==> config.mk <==
export PLATFORM = sky130hd
export DESIGN_NAME = bcd_alu_flat
export DESIGN_NICKNAME = d
export VERILOG_FILES = /design/src/rtl/bcd_pkg.sv /design/src/rtl/bcd_alu_if.sv /design/src/rtl/bin2bcd.sv /design/src/rtl/bcd_alu.sv /design/src/flat_wrapper.sv
export SDC_FILE = /design/constraint.sdc
export NUM_CORES = 2
export LEC_CHECK = 0
export ABC_AREA = 0
export CORE_MARGIN = 1
export CORE_UTILIZATION = 48
export DETAILED_ROUTE_END_ITERATION = 8
export SETUP_SLACK_MARGIN = 0.05
export SYNTH_ARGS = -nofsm -noshare
export SYNTH_HDL_FRONTEND = slang
export SYNTH_SLANG_ARGS = --single-unit
==> constraint.sdc <==
create_clock -name clk -period 96.6 [get_ports clk]
set_input_delay 19.32 -clock clk [delete_from_list [all_inputs] [get_ports clk]]
set_output_delay 19.32 -clock clk [all_outputs]
set_load 0.03 [all_outputs]
==> src/rtl/bcd_pkg.sv <==
// -----------------------------------------------------------------------------
// bcd_pkg
// Shared constants, types and helpers for the 4-digit BCD calculator ALU.
//   - opcode encodings (OP_ADD .. OP_POW; 101-111 are reserved)
//   - datapath widths (BCD digits, packed-BCD width, binary width)
//   - ERR_CODE (never a valid BCD pattern) and MAX_VAL (largest displayable)
//   - stage-1 pipeline register layout
//   - sat_mul: 14x14 multiply clamped at SAT_VAL, used by the power unit
// -----------------------------------------------------------------------------
package bcd_pkg;

  localparam int NUM_DIGITS = 4;
  localparam int BCD_W      = 4 * NUM_DIGITS;
  // 9999 needs 14 bits; this binary width only covers the 4-digit build.
  localparam int BIN_W      = 14;
  localparam int PROD_W     = 2 * BIN_W;

  localparam logic [BCD_W-1:0] ERR_CODE      = 16'hFFFF;
  localparam logic [BIN_W-1:0] MAX_VAL       = 14'd9999;
  // Clamp value for power intermediates: anything >= 10000 is already an
  // overflow, so 10000 is enough to remember "too big" without wider maths.
  localparam logic [BIN_W-1:0] SAT_VAL       = 14'd10000;
  // For bases >= 2, an exponent of 14 or more always overflows (2^14 > 9999).
  localparam logic [BIN_W-1:0] POW_EXP_LIMIT = 14'd14;

  localparam logic [2:0] OP_ADD = 3'b000;
  localparam logic [2:0] OP_SUB = 3'b001;
  localparam logic [2:0] OP_MUL = 3'b010;
  localparam logic [2:0] OP_DIV = 3'b011;
  localparam logic [2:0] OP_POW = 3'b100;

  // Stage-1 register: operands already in binary, plus flags.
  //   vld - a real sample occupies the stage (cleared by reset)
  //   bad - at least one operand nibble was > 9
  typedef struct packed {
    logic             vld;
    logic             bad;
    logic [2:0]       op;
    logic [BIN_W-1:0] a;
    logic [BIN_W-1:0] b;
  } stage1_t;

  function automatic logic [BIN_W-1:0] sat_mul(input logic [BIN_W-1:0] x,
                                               input logic [BIN_W-1:0] y);
    logic [PROD_W-1:0] p;
    p = {{BIN_W{1'b0}}, x} * {{BIN_W{1'b0}}, y};
    return (p >= PROD_W'(SAT_VAL)) ? SAT_VAL : p[BIN_W-1:0];
  endfunction

endpackage

==> src/rtl/bcd_alu_if.sv <==
// -----------------------------------------------------------------------------
// bcd_alu_if
// Operand/result bundle between key-entry logic (master) and the ALU (slave).
//   num1 - operand A, packed BCD, digit 3 in [15:12]
//   num2 - operand B, packed BCD
//   op   - opcode (see bcd_pkg)
//   res  - registered result, packed BCD or ERR_CODE
// -----------------------------------------------------------------------------
interface bcd_alu_if;
  import bcd_pkg::*;

  logic [BCD_W-1:0] num1;
  logic [BCD_W-1:0] num2;
  logic [2:0]       op;
  logic [BCD_W-1:0] res;

  modport master (output num1, output num2, output op, input res);
  modport slave  (input num1, input num2, input op, output res);

endinterface

==> src/rtl/bin2bcd.sv <==
// -----------------------------------------------------------------------------
// bin2bcd
// Combinational 14-bit binary to 4-digit packed-BCD converter (double-dabble).
//   bin_i - binary value; callers only present values 0..9999
//   bcd_o - packed BCD, digit 3 in [15:12]
// -----------------------------------------------------------------------------
module bin2bcd
  import bcd_pkg::*;
(
  input  logic [BIN_W-1:0] bin_i,
  output logic [BCD_W-1:0] bcd_o
);

  // BCD digits sit above the binary bits; the binary part is shifted into
  // them one bit per step.
  logic [BCD_W+BIN_W-1:0] shift_d;

  always_comb begin
    shift_d = {{BCD_W{1'b0}}, bin_i};
    for (int i = 0; i < BIN_W; i++) begin
      // Any digit >= 5 would become >= 10 after doubling; pre-adding 3
      // makes the shift carry into the next digit instead.
      for (int d = 0; d < NUM_DIGITS; d++) begin
        if (shift_d[BIN_W + 4*d +: 4] >= 4'd5) begin
          shift_d[BIN_W + 4*d +: 4] = shift_d[BIN_W + 4*d +: 4] + 4'd3;
        end
      end
      shift_d = shift_d << 1;
    end
    bcd_o = shift_d[BIN_W +: BCD_W];
  end

endmodule

==> src/rtl/bcd_alu.sv <==
// -----------------------------------------------------------------------------
// bcd_alu
// Two-stage registered BCD arithmetic unit for the calculator datapath.
//   clk - system clock, all state on the rising edge
//   rst - synchronous active-high reset; clears both stages and res
//   bus - bcd_alu_if.slave: num1/num2/op in, res out
// Inputs stable before edge N appear on res after edge N+1. A new sample is
// accepted every cycle with no handshake.
// Stage 1: packed BCD -> binary per operand, flag any nibble > 9.
// Stage 2: add/sub/mul/div/pow in binary, range check, binary -> BCD.
// Every error (invalid digit, reserved op, divide by zero, overflow,
// negative) produces ERR_CODE.
// -----------------------------------------------------------------------------
module bcd_alu #(
  parameter int                  DIGITS   = bcd_pkg::NUM_DIGITS,
  parameter logic [4*DIGITS-1:0] ERR_CODE = bcd_pkg::ERR_CODE
) (
  input  logic      clk,
  input  logic      rst,
  bcd_alu_if.slave  bus
);
  import bcd_pkg::*;

  localparam int W = 4 * DIGITS;

  // ---------------------------------------------------------------------------
  // Stage 1: BCD -> binary
  // ---------------------------------------------------------------------------
  logic [DIGITS-1:0] bad1;
  logic [DIGITS-1:0] bad2;

  for (genvar gi = 0; gi < DIGITS; gi++) begin : g_digit_chk
    assign bad1[gi] = (bus.num1[4*gi +: 4] > 4'd9);
    assign bad2[gi] = (bus.num2[4*gi +: 4] > 4'd9);
  end

  // Horner form: ((d3*10 + d2)*10 + d1)*10 + d0.
  function automatic logic [BIN_W-1:0] bcd_to_bin(input logic [W-1:0] v);
    logic [BIN_W-1:0] acc;
    acc = '0;
    for (int i = DIGITS - 1; i >= 0; i--) begin
      acc = acc * 14'd10 + {{(BIN_W-4){1'b0}}, v[4*i +: 4]};
    end
    return acc;
  endfunction

  stage1_t s1_d;
  stage1_t s1_q;

  always_comb begin
    s1_d     = '0;
    s1_d.vld = 1'b1;
    s1_d.bad = (|bad1) | (|bad2);
    s1_d.op  = bus.op;
    s1_d.a   = bcd_to_bin(bus.num1);
    s1_d.b   = bcd_to_bin(bus.num2);
  end

  always_ff @(posedge clk) begin
    if (rst) begin
      s1_q <= '0;
    end else begin
      s1_q <= s1_d;
    end
  end

  // ---------------------------------------------------------------------------
  // Stage 2: arithmetic units
  // ---------------------------------------------------------------------------
  logic [BIN_W:0]    sum;
  logic [PROD_W-1:0] prod;

  assign sum  = {1'b0, s1_q.a} + {1'b0, s1_q.b};
  assign prod = {{BIN_W{1'b0}}, s1_q.a} * {{BIN_W{1'b0}}, s1_q.b};

  // Restoring divider, one quotient bit per dividend bit, MSB first.
  // The partial remainder is always < divisor, so it fits in BIN_W bits.
  logic [BIN_W-1:0] quo;
  logic [BIN_W-1:0] rem;
  logic [BIN_W:0]   part;

  always_comb begin
    quo  = '0;
    rem  = '0;
    part = '0;
    for (int i = BIN_W - 1; i >= 0; i--) begin
      part = {rem, s1_q.a[i]};
      if (part >= {1'b0, s1_q.b}) begin
        part   = part - {1'b0, s1_q.b};
        quo[i] = 1'b1;
      end
      rem = part[BIN_W-1:0];
    end
  end

  // Square-and-multiply over the low four exponent bits. Only exponents
  // below 14 reach the result, so four bits are enough; intermediates clamp
  // at SAT_VAL so an overflow stays visible without a wide accumulator.
  logic [BIN_W-1:0] pow_acc;
  logic [BIN_W-1:0] pow_base;

  always_comb begin
    pow_acc  = 14'd1;
    pow_base = s1_q.a;
    for (int i = 0; i < 4; i++) begin
      if (s1_q.b[i]) begin
        pow_acc = sat_mul(pow_acc, pow_base);
      end
      pow_base = sat_mul(pow_base, pow_base);
    end
  end

  // ---------------------------------------------------------------------------
  // Stage 2: result select and range check
  // ---------------------------------------------------------------------------
  logic [BIN_W-1:0] val;
  logic             rsvd_op;
  logic             div_zero;
  logic             range_err;
  logic             any_err;

  always_comb begin
    val       = '0;
    rsvd_op   = 1'b0;
    div_zero  = 1'b0;
    range_err = 1'b0;
    case (s1_q.op)
      OP_ADD: begin
        if (sum > {1'b0, MAX_VAL}) range_err = 1'b1;
        else                       val = sum[BIN_W-1:0];
      end
      OP_SUB: begin
        if (s1_q.a < s1_q.b) range_err = 1'b1;
        else                 val = s1_q.a - s1_q.b;
      end
      OP_MUL: begin
        if (prod > PROD_W'(MAX_VAL)) range_err = 1'b1;
        else                         val = prod[BIN_W-1:0];
      end
      OP_DIV: begin
        if (s1_q.b == '0) div_zero = 1'b1;
        else              val = quo;
      end
      OP_POW: begin
        // Exponent 0 wins over base 0, so 0^0 = 1. Bases 0 and 1 are fixed
        // points for any exponent, so the exponent limit does not apply.
        if (s1_q.b == '0)                  val = 14'd1;
        else if (s1_q.a == '0)             val = '0;
        else if (s1_q.a == 14'd1)          val = 14'd1;
        else if (s1_q.b >= POW_EXP_LIMIT)  range_err = 1'b1;
        else if (pow_acc > MAX_VAL)        range_err = 1'b1;
        else                               val = pow_acc;
      end
      default: rsvd_op = 1'b1;
    endcase
  end

  // All error kinds share one code, so precedence only matters for the
  // reason, not for the output pattern.
  assign any_err = s1_q.bad | rsvd_op | div_zero | range_err;

  logic [BCD_W-1:0] val_bcd;

  bin2bcd u_bin2bcd (
    .bin_i (val),
    .bcd_o (val_bcd)
  );

  logic [W-1:0] res_d;
  logic [W-1:0] res_q;

  // An empty stage 1 (right after reset) yields 0000, not an error.
  always_comb begin
    res_d = '0;
    if (s1_q.vld) begin
      res_d = any_err ? ERR_CODE : W'(val_bcd);
    end
  end

  always_ff @(posedge clk) begin
    if (rst) begin
      res_q <= '0;
    end else begin
      res_q <= res_d;
    end
  end

  assign bus.res = res_q;

endmodule

==> src/flat_wrapper.sv <==
// flat-port wrapper written by rule: the top's interface ports become plain ports
module bcd_alu_flat import bcd_pkg::*;
#(
  parameter int                  DIGITS   = bcd_pkg::NUM_DIGITS,
  parameter logic [4*DIGITS-1:0] ERR_CODE = bcd_pkg::ERR_CODE
)
  (clk, rst, bus_num1, bus_num2, bus_op, bus_res);
  bcd_alu_if bus_i ();
  input  logic clk;
  input  logic rst;
  input wire logic [$bits(bus_i.num1)-1:0] bus_num1;
  input wire logic [$bits(bus_i.num2)-1:0] bus_num2;
  input wire logic [$bits(bus_i.op)-1:0] bus_op;
  output wire logic [$bits(bus_i.res)-1:0] bus_res;
  assign bus_i.num1 = bus_num1;
  assign bus_i.num2 = bus_num2;
  assign bus_i.op = bus_op;
  assign bus_res = bus_i.res;
  bcd_alu #(.DIGITS(DIGITS), .ERR_CODE(ERR_CODE)) u_core (.clk(clk), .rst(rst), .bus(bus_i));
endmodule
* Yosys cells after proc, flatten, opt, wreduce, memory -nomap -nowiden
Cells that the tools add are included.
W data, S select, Z words.
** Word-level totals
- Bits of input ports :: 37
- Logic and storage cells :: 291
- Output and inout port bits :: 16
- Bits in registers :: 49
** Cells by class
- Reductions and logical operators :: 7
- Bitwise gates (word level) :: 5
- Eq/ne operators :: 5
- $mul :: 13
- Multiplexer cells :: 108
- Add/sub/neg operators :: 67
- Order comparisons :: 80
** Operator list (number)
- $mux W14 :: 33
- $mul A14 B14 Y28 :: 7
- $ge A15 B14 Y1 :: 13
- $sub A14 B14 Y14 :: 13
- $ge A28 B14 Y1 const B :: 6
- $ge A4 B3 Y1 const B :: 42
- $add A4 B2 Y4 const B :: 33
- $mux W4 :: 33
- $add A14 B4 Y14 :: 6
- $pmux W14 S5 :: 1
- $mul A14 B3 Y13 const B :: 4
- $mux W3 :: 13
- $mux W33 :: 1
- $gt A4 B4 Y1 const B :: 8
- $gt A28 B14 Y1 const B :: 1
- $logic_not A14 Y1 :: 2
- $add A3 B2 Y3 const B :: 9
- $mux W1 :: 25
- $mux W16 :: 1
- $add A14 B14 Y15 :: 1
- $gt A15 B14 Y1 const B :: 1
- $eq A14 B1 Y1 const B :: 1
- $ge A1 B14 Y1 :: 1
- $ge A14 B14 Y1 const B :: 1
- 19 further kinds :: 29

* Longest topological paths before layout
- Depth after elaboration :: 57
- Mapped depth :: 229
- Depth with buffers taken out :: 212

* Hierarchy
Synthesis repeated with hierarchy kept, for this count alone.
** Second synthesis, totals
- Cell total of the unflattened synthesis :: 7249
- Area total of the unflattened synthesis :: 58474.8 µm²
** Modules (own cells, without submodules)
- bcd_alu :: seq. area each 980.9 µm², area each 54658.7 µm², cells an instance 6705, times used 1
- bin2bcd :: seq. area each 0.0 µm², area each 3816.2 µm², cells an instance 544, times used 1

* Worst setup path before layout
OpenSTA, ideal clock, no wires.
- Path type :: flip-flop to flip-flop
- Start point :: reg u_core.s1_q[1] (netlist name)
- End point :: reg u_core.res_q[0] (netlist: u_core.bus.res[0])
- Stages on the path, launching flop included :: 220
- Library setup time :: 0.167 ns
- Buffers on the path :: 18
- Slack :: 55.713 ns
- Period minus slack after synthesis :: 40.887 ns
- Required time :: 96.433 ns
- Data arrival time :: 40.720 ns
- Cell sequence :: dfxtp_1 inv_1 clkbuf_1 buf_1 buf_1 ha_1 clkbuf_1 o21ai_0 o21ai_0 inv_1 ha_1 nor2b_1 o21a_1 o21a_1 o211a_1 o21ai_0 and3b_1 clkbuf_1 [... 184 more ...] nand2b_1 a211o_1 a211oi_2 clkbuf_1 o21ai_0 ha_1 a21oi_1 nor2b_1 o21ai_0 nand2b_1 a21oi_1 o21ai_0 a211o_1 a21o_1 a21oi_1 o211ai_1 nand2_1 a41oi_1
** On the way
- Word-level cells in the longest chain between the ends :: 31
- Elaborated cells on any way between the ends :: 82
- Those cells by class :: add/sub: 14; mul: 3; order compare: 21; mux: 41; bitwise: 2; reduce/logical: 1
** RTL lines
- start, declared :: RTL line bcd_alu.sv:48 : stage1_t s1_q;
- start signal, assigned :: RTL line bcd_alu.sv:61 : s1_q <= '0;
- start signal, assigned :: RTL line bcd_alu.sv:63 : s1_q <= s1_d;
- $sub A1 B14 Y14 or $ge A1 B14 Y1 (tied branches) :: RTL line bcd_alu.sv:89, bcd_alu.sv:88
- $mux W14 :: RTL line bcd_alu.sv:88 : if (part >= {1'b0, s1_q.b}) begin
- $sub A14 B14 Y14 or $ge A15 B14 Y1 (tied branches) :: RTL line bcd_alu.sv:89, bcd_alu.sv:88
- $mux W14 :: RTL line bcd_alu.sv:88
- $sub A14 B14 Y14 or $ge A15 B14 Y1 (tied branches) :: RTL line bcd_alu.sv:89, bcd_alu.sv:88
- $mux W14 :: RTL line bcd_alu.sv:88
- $sub A14 B14 Y14 or $ge A15 B14 Y1 (tied branches) :: RTL line bcd_alu.sv:89, bcd_alu.sv:88
- $mux W14 :: RTL line bcd_alu.sv:88
- [... 15 more ...]
- $mux W14 :: RTL line bcd_alu.sv:88
- $sub A14 B14 Y14 or $ge A15 B14 Y1 (tied branches) :: RTL line bcd_alu.sv:89, bcd_alu.sv:88
- $mux W14 :: RTL line bcd_alu.sv:88
- $ge A15 B14 Y1 :: RTL line bcd_alu.sv:88
- $mux W1 :: RTL line bcd_alu.sv:88
- $mux W14 :: RTL line bcd_alu.sv:141 : if (s1_q.b == '0) div_zero = 1'b1;
- $pmux W14 S5 :: RTL line bcd_alu.sv:127 : case (s1_q.op)
- $mux W16 (*) :: RTL line bcd_alu.sv:176 : res_d = any_err ? ERR_CODE : W'(val_bcd);
- end signal, assigned :: RTL line bcd_alu.sv:184 : res_q <= res_d;
- end, declared :: RTL line bcd_alu.sv:170 : logic [W-1:0] res_q;
Mark *: on every way between the ends. The rest lies on a longest branch, timed or not.
A chain may end at the register's enable or synchronous reset.

* Worst setup path in the final report
- Start point :: reg u_core.s1_q[14] (netlist name)
- End point :: reg u_core.res_q[13] (netlist: u_core.bus.res[13])
** On the way
- Word-level cells in the longest chain between the ends :: 49
- Elaborated cells on any way between the ends :: 164
- Those cells by class :: add/sub: 39; mul: 7; order compare: 48; eq/ne: 1; mux: 67; bitwise: 1; reduce/logical: 1
** RTL lines
- $mul A14 B14 Y28 or $ge A14 B14 Y1 (tied branches) :: RTL line bcd_pkg.sv:46, bcd_pkg.sv:47
- $ge A28 B14 Y1 or $mux W14 (tied branches) :: RTL line bcd_pkg.sv:47 : return (p >= PROD_W'(SAT_VAL)) ? SAT_VAL : p[BIN_W-1:0];
- $mux W14 (on tied branches) :: RTL line bcd_pkg.sv:47, bcd_alu.sv:106
- $mul A14 B14 Y28 :: RTL line bcd_pkg.sv:46 : p = {{BIN_W{1'b0}}, x} * {{BIN_W{1'b0}}, y};
- $ge A28 B14 Y1 :: RTL line bcd_pkg.sv:47
- $mux W14 :: RTL line bcd_pkg.sv:47
- $mux W14 :: RTL line bcd_alu.sv:106 : if (s1_q.b[i]) begin
- $mul A14 B14 Y28 :: RTL line bcd_pkg.sv:46
- [... 33 more ...]
- $mux W4 or $mux W3 (tied branches) :: RTL line bin2bcd.sv:24 : if (shift_d[BIN_W + 4*d +: 4] >= 4'd5) begin
- $add A4 B2 Y4, or another cell as far along :: RTL line bin2bcd.sv:25 : shift_d[BIN_W + 4*d +: 4] = shift_d[BIN_W + 4*d +: 4] + 4'd3;
- $mux W4 or $mux W3 (tied branches) :: RTL line bin2bcd.sv:24
- $add A4 B2 Y4, or another cell as far along :: RTL line bin2bcd.sv:25
- $mux W4 or $mux W3 (tied branches) :: RTL line bin2bcd.sv:24
- $ge A4 B3 Y1 or $add A3 B2 Y3 (tied branches) :: RTL line bin2bcd.sv:24, bin2bcd.sv:25
- $mux W3 :: RTL line bin2bcd.sv:24
- $mux W16 (*) :: RTL line bcd_alu.sv:176
Marks and branches as above.

==> metrics.md <==
| Metric | Value |
|---|---|
| Synth Flop Type | dfxtp_1 |
| Maxcap violations | 0 |
| Fin crit period | 44.75 ns |
| Largest area contributor in the netlist | fa_1 |
| Largest net degree at the start of global routing | 45 |
| # fillers | 11,800 |
| Buffers on Ports | 52 |
| DRT iter0 DRCs | 3,948 |
| Fmax | 22.3 MHz |
| Number of synthesized flops with an enable pin | 0 |
| Vias/cell | 5.72 |
| Resized Gates After CTS | 0 |
| Metal-1 WL | 79,100 um |
| Avg Synthesized Cell Area | 8.01 um2 |
| Crit path kind | reg -> reg |
| Status | finished, final reports clean |
| Met2 WL post-DR | 77,700 um |
| Overflow after GRT | 0 |
| Fraction of layout cells with a size suffix above 1 | 3.76% |
| CTS Sinks | 49 |
| Worst reg2reg setup slack | 51.85 ns |
| Initial Utilization | 48.5% |
| CP max stage delay | 0.81 ns |
| CTS tree | yes |
| Register area | 983 um2 |
| Final RePlAce weighted congestion | 0.992 |
| Pre-antenna DRT Iters | 6 |
| Reg clk slew, reported paths | 0.09 ns |
| Num rows | 127 |
| Die ar. | 123,000 um2 |
| Post-CTS Hold Buffers | 0 |
| Global-route wire length before repair | 279,000 um |
| Max_slew headroom | 11.6% |
| Worst-path maximum fanout | 27 |
| CP endpoint kind | flop |
| R2r worst-path depth | 166 |
| Clk root buf | clkbuf_16 |
| Die H | 351 um |
| Synth cell count leaders | 1,179 x inv_1, 994 x ha_1, 800 x fa_1, 784 x nor2_1, 672 x nand2_1 |
| Worst setup SP type | flop |
| Dominant cells by area after synthesis | fa_1 27%, ha_1 21%, inv_1 7.6% |
| CP required | 96.77 ns |
| Register area share after synthesis | 1.68% |
| Post-route ant nets | 0 |
| #FFs+latches synth | 49 |
| Top-count cell post-synth | inv_1 |
| Routed wire length | 176,000 um |
| Final setup fails | 0 |
| R2r endpoint | u_core.bus.res[13]$_SDFF_PP0_ |
| Arrival time of the worst setup path | 44.92 ns |
| Worst Hold End | u_core.bus.res[0]$_SDFF_PP0_ |
| Hold depth | 4 |
| DP Wirelength | 145,000 um |
| Setup bufs post-CTS | 0 |
| Antenna diodes | 0 |
| Crit path top cell by count | inv_1 |
| Slew Viols, Final | 0 |
| Cts bufs inserted | 5 |
| Worst skew pair latency | 0.34 ns |
| Horiz. Die Dim | 351 um |
| Clock Path Buffers | 2 |
| Tcrit/Tclk final | 46.3% |
| Tightest Pin Transition | 1.31 ns |
| Vias in the first global route | 50,500 |
| Share of the synthesized area in the top cell type | 27.4% |
| Gr usage total | 28.8% |
| Wire length per cell | 19.8 um |
| Synthesized cell area | 58,400 um2 |
| Synth-to-layout area growth | 4.79% |
| FF-to-FF Start | u_core.s1_q[14]$_SDFF_PP0_ |
| Nets | 9,086 |
| Via Count | 50,700 |
| Mapped Cells | 7,285 |
| Drt drc | 0 |
| Metal3 WL | 12,900 um |
| Netlist cell types | 121 |
| Number of hold violations in the final report | 0 |
| RSZ-0062 raised after global routing | false |
| Core footprint | 120,000 um2 |
| Highest Signal Layer | met5 |
| Warnings, synthesis | 0 |
| Final setup TNS | 0 ns |
| Min-delay worst type | reg -> reg |
| Min-delay src | u_core.s1_q[31]$_SDFF_PP0_ |
| Slowest cell on the critical path | xnor2_1 |
| Worst Skew | 0.0159 ns |
| Synth async-reset ratio | 0% |
| H-tree depth | 2 |
| Initial antenna violation count | 2 |
| IO Pins | 53 |
| Area of the multi-input gates | 52,300 um2 |
final cells by class:
cell class                 instances  share of cell area, %
tap                             1612                   3.30
inverter                        1193                   7.32
sequential                        49                   1.61
multi-input combinational       5859                   85.4
clock inverter                     3                  0.113
clock buffer                       5                  0.205
timing repair buffer             147                   2.02
cells in the final DEF, fill, tap and decap left out, types with 40 or more instances in the layout:
cell type	instances
a21o_1	157
o211ai_1	53
inv_1	1178
nand4_1	53
dfxtp_1	47
buf_4	95
fa_1	800
a31oi_1	48
o21a_1	64
or3_1	40
nor2_1	784
o21ai_0	306
nand3_1	72
o21bai_1	54
xnor2_1	262
xor2_1	93
and2_1	45
nand2b_1	98
nor3_1	97
clkdlybuf4s50_1	52
mux2_2	56
nand2_1	672
a21oi_1	351
nor2b_1	81
a211oi_1	48
ha_1	994
per-stage QoR:
stage	setup slack (ns)	std cells	instance area, um2	util (%)	hold WS [ns]
6_report	51.85	8868	61200	50.8	0.804
2_1_floorplan	55.71	7322	58500	-	0.520
3_5_place_dp	52.45	8860	61000	50.7	0.785
4_1_cts	52.25	8868	61200	50.8	0.805
3_3_place_gp	52.87	8860	61000	50.7	0.770
5_1_grt	48.95	8868	61200	50.8	0.891
how the worst max path moves through the flow:
stage | start | to | slack, ns | depth (start not counted)
after floorplan | u_core.s1_q[1]$_SDFF_PP0_ | u_core.bus.res[0]$_SDFF_PP0_ | 55.71 | 219
after global placement | u_core.s1_q[14]$_SDFF_PP0_ | u_core.bus.res[13]$_SDFF_PP0_ | 52.87 | 166
after detailed placement | u_core.s1_q[14]$_SDFF_PP0_ | u_core.bus.res[13]$_SDFF_PP0_ | 52.45 | 166
after CTS | u_core.s1_q[14]$_SDFF_PP0_ | u_core.bus.res[13]$_SDFF_PP0_ | 52.25 | 166
after global routing | u_core.s1_q[14]$_SDFF_PP0_ | u_core.bus.res[13]$_SDFF_PP0_ | 48.95 | 165
final | u_core.s1_q[14]$_SDFF_PP0_ | u_core.bus.res[13]$_SDFF_PP0_ | 51.85 | 166
worst max-delay path: cells and delay by family (launching register included):
kind,cells,cell delay (ns)
simple gates,29,7.32
fa+ha+maj,39,14.36
buf+inv,31,4.06
compound gates,56,14.47
flops,1,0.75
xor+xnor,9,3.02
mux,2,0.53
state kept, by name, summed over array words and instances, names as in the netlist:
register and cells:
u_core.bus.res 16, u_core.s1_q 33
per-layer routing:
layer  global-route usage, %  vias up
met4                    9.31        2
met3                    4.37      244
met1                    40.0    24800
met5                       0        -
met2                    45.8     1502
li1                        -    24200
kinds of logic (layout without fill, tap and decap cells):
group           after synthesis  after routing  share of synthesized area, %
compound gates             1453           1453                          16.8
xor+xnor                    360            360                          5.50
fa+ha+maj                  1794           1794                          48.7
buf+inv                    1414           1348                          9.11
flops                        49             49                          1.68
mux                          92             92                          1.73
other cells                   2             39                        0.0129
simple gates               2121           2121                          16.5
Power is left out: the tool's default activity adds up to more than one toggle a clock period on the data nets, which glitch-free logic cannot reach.
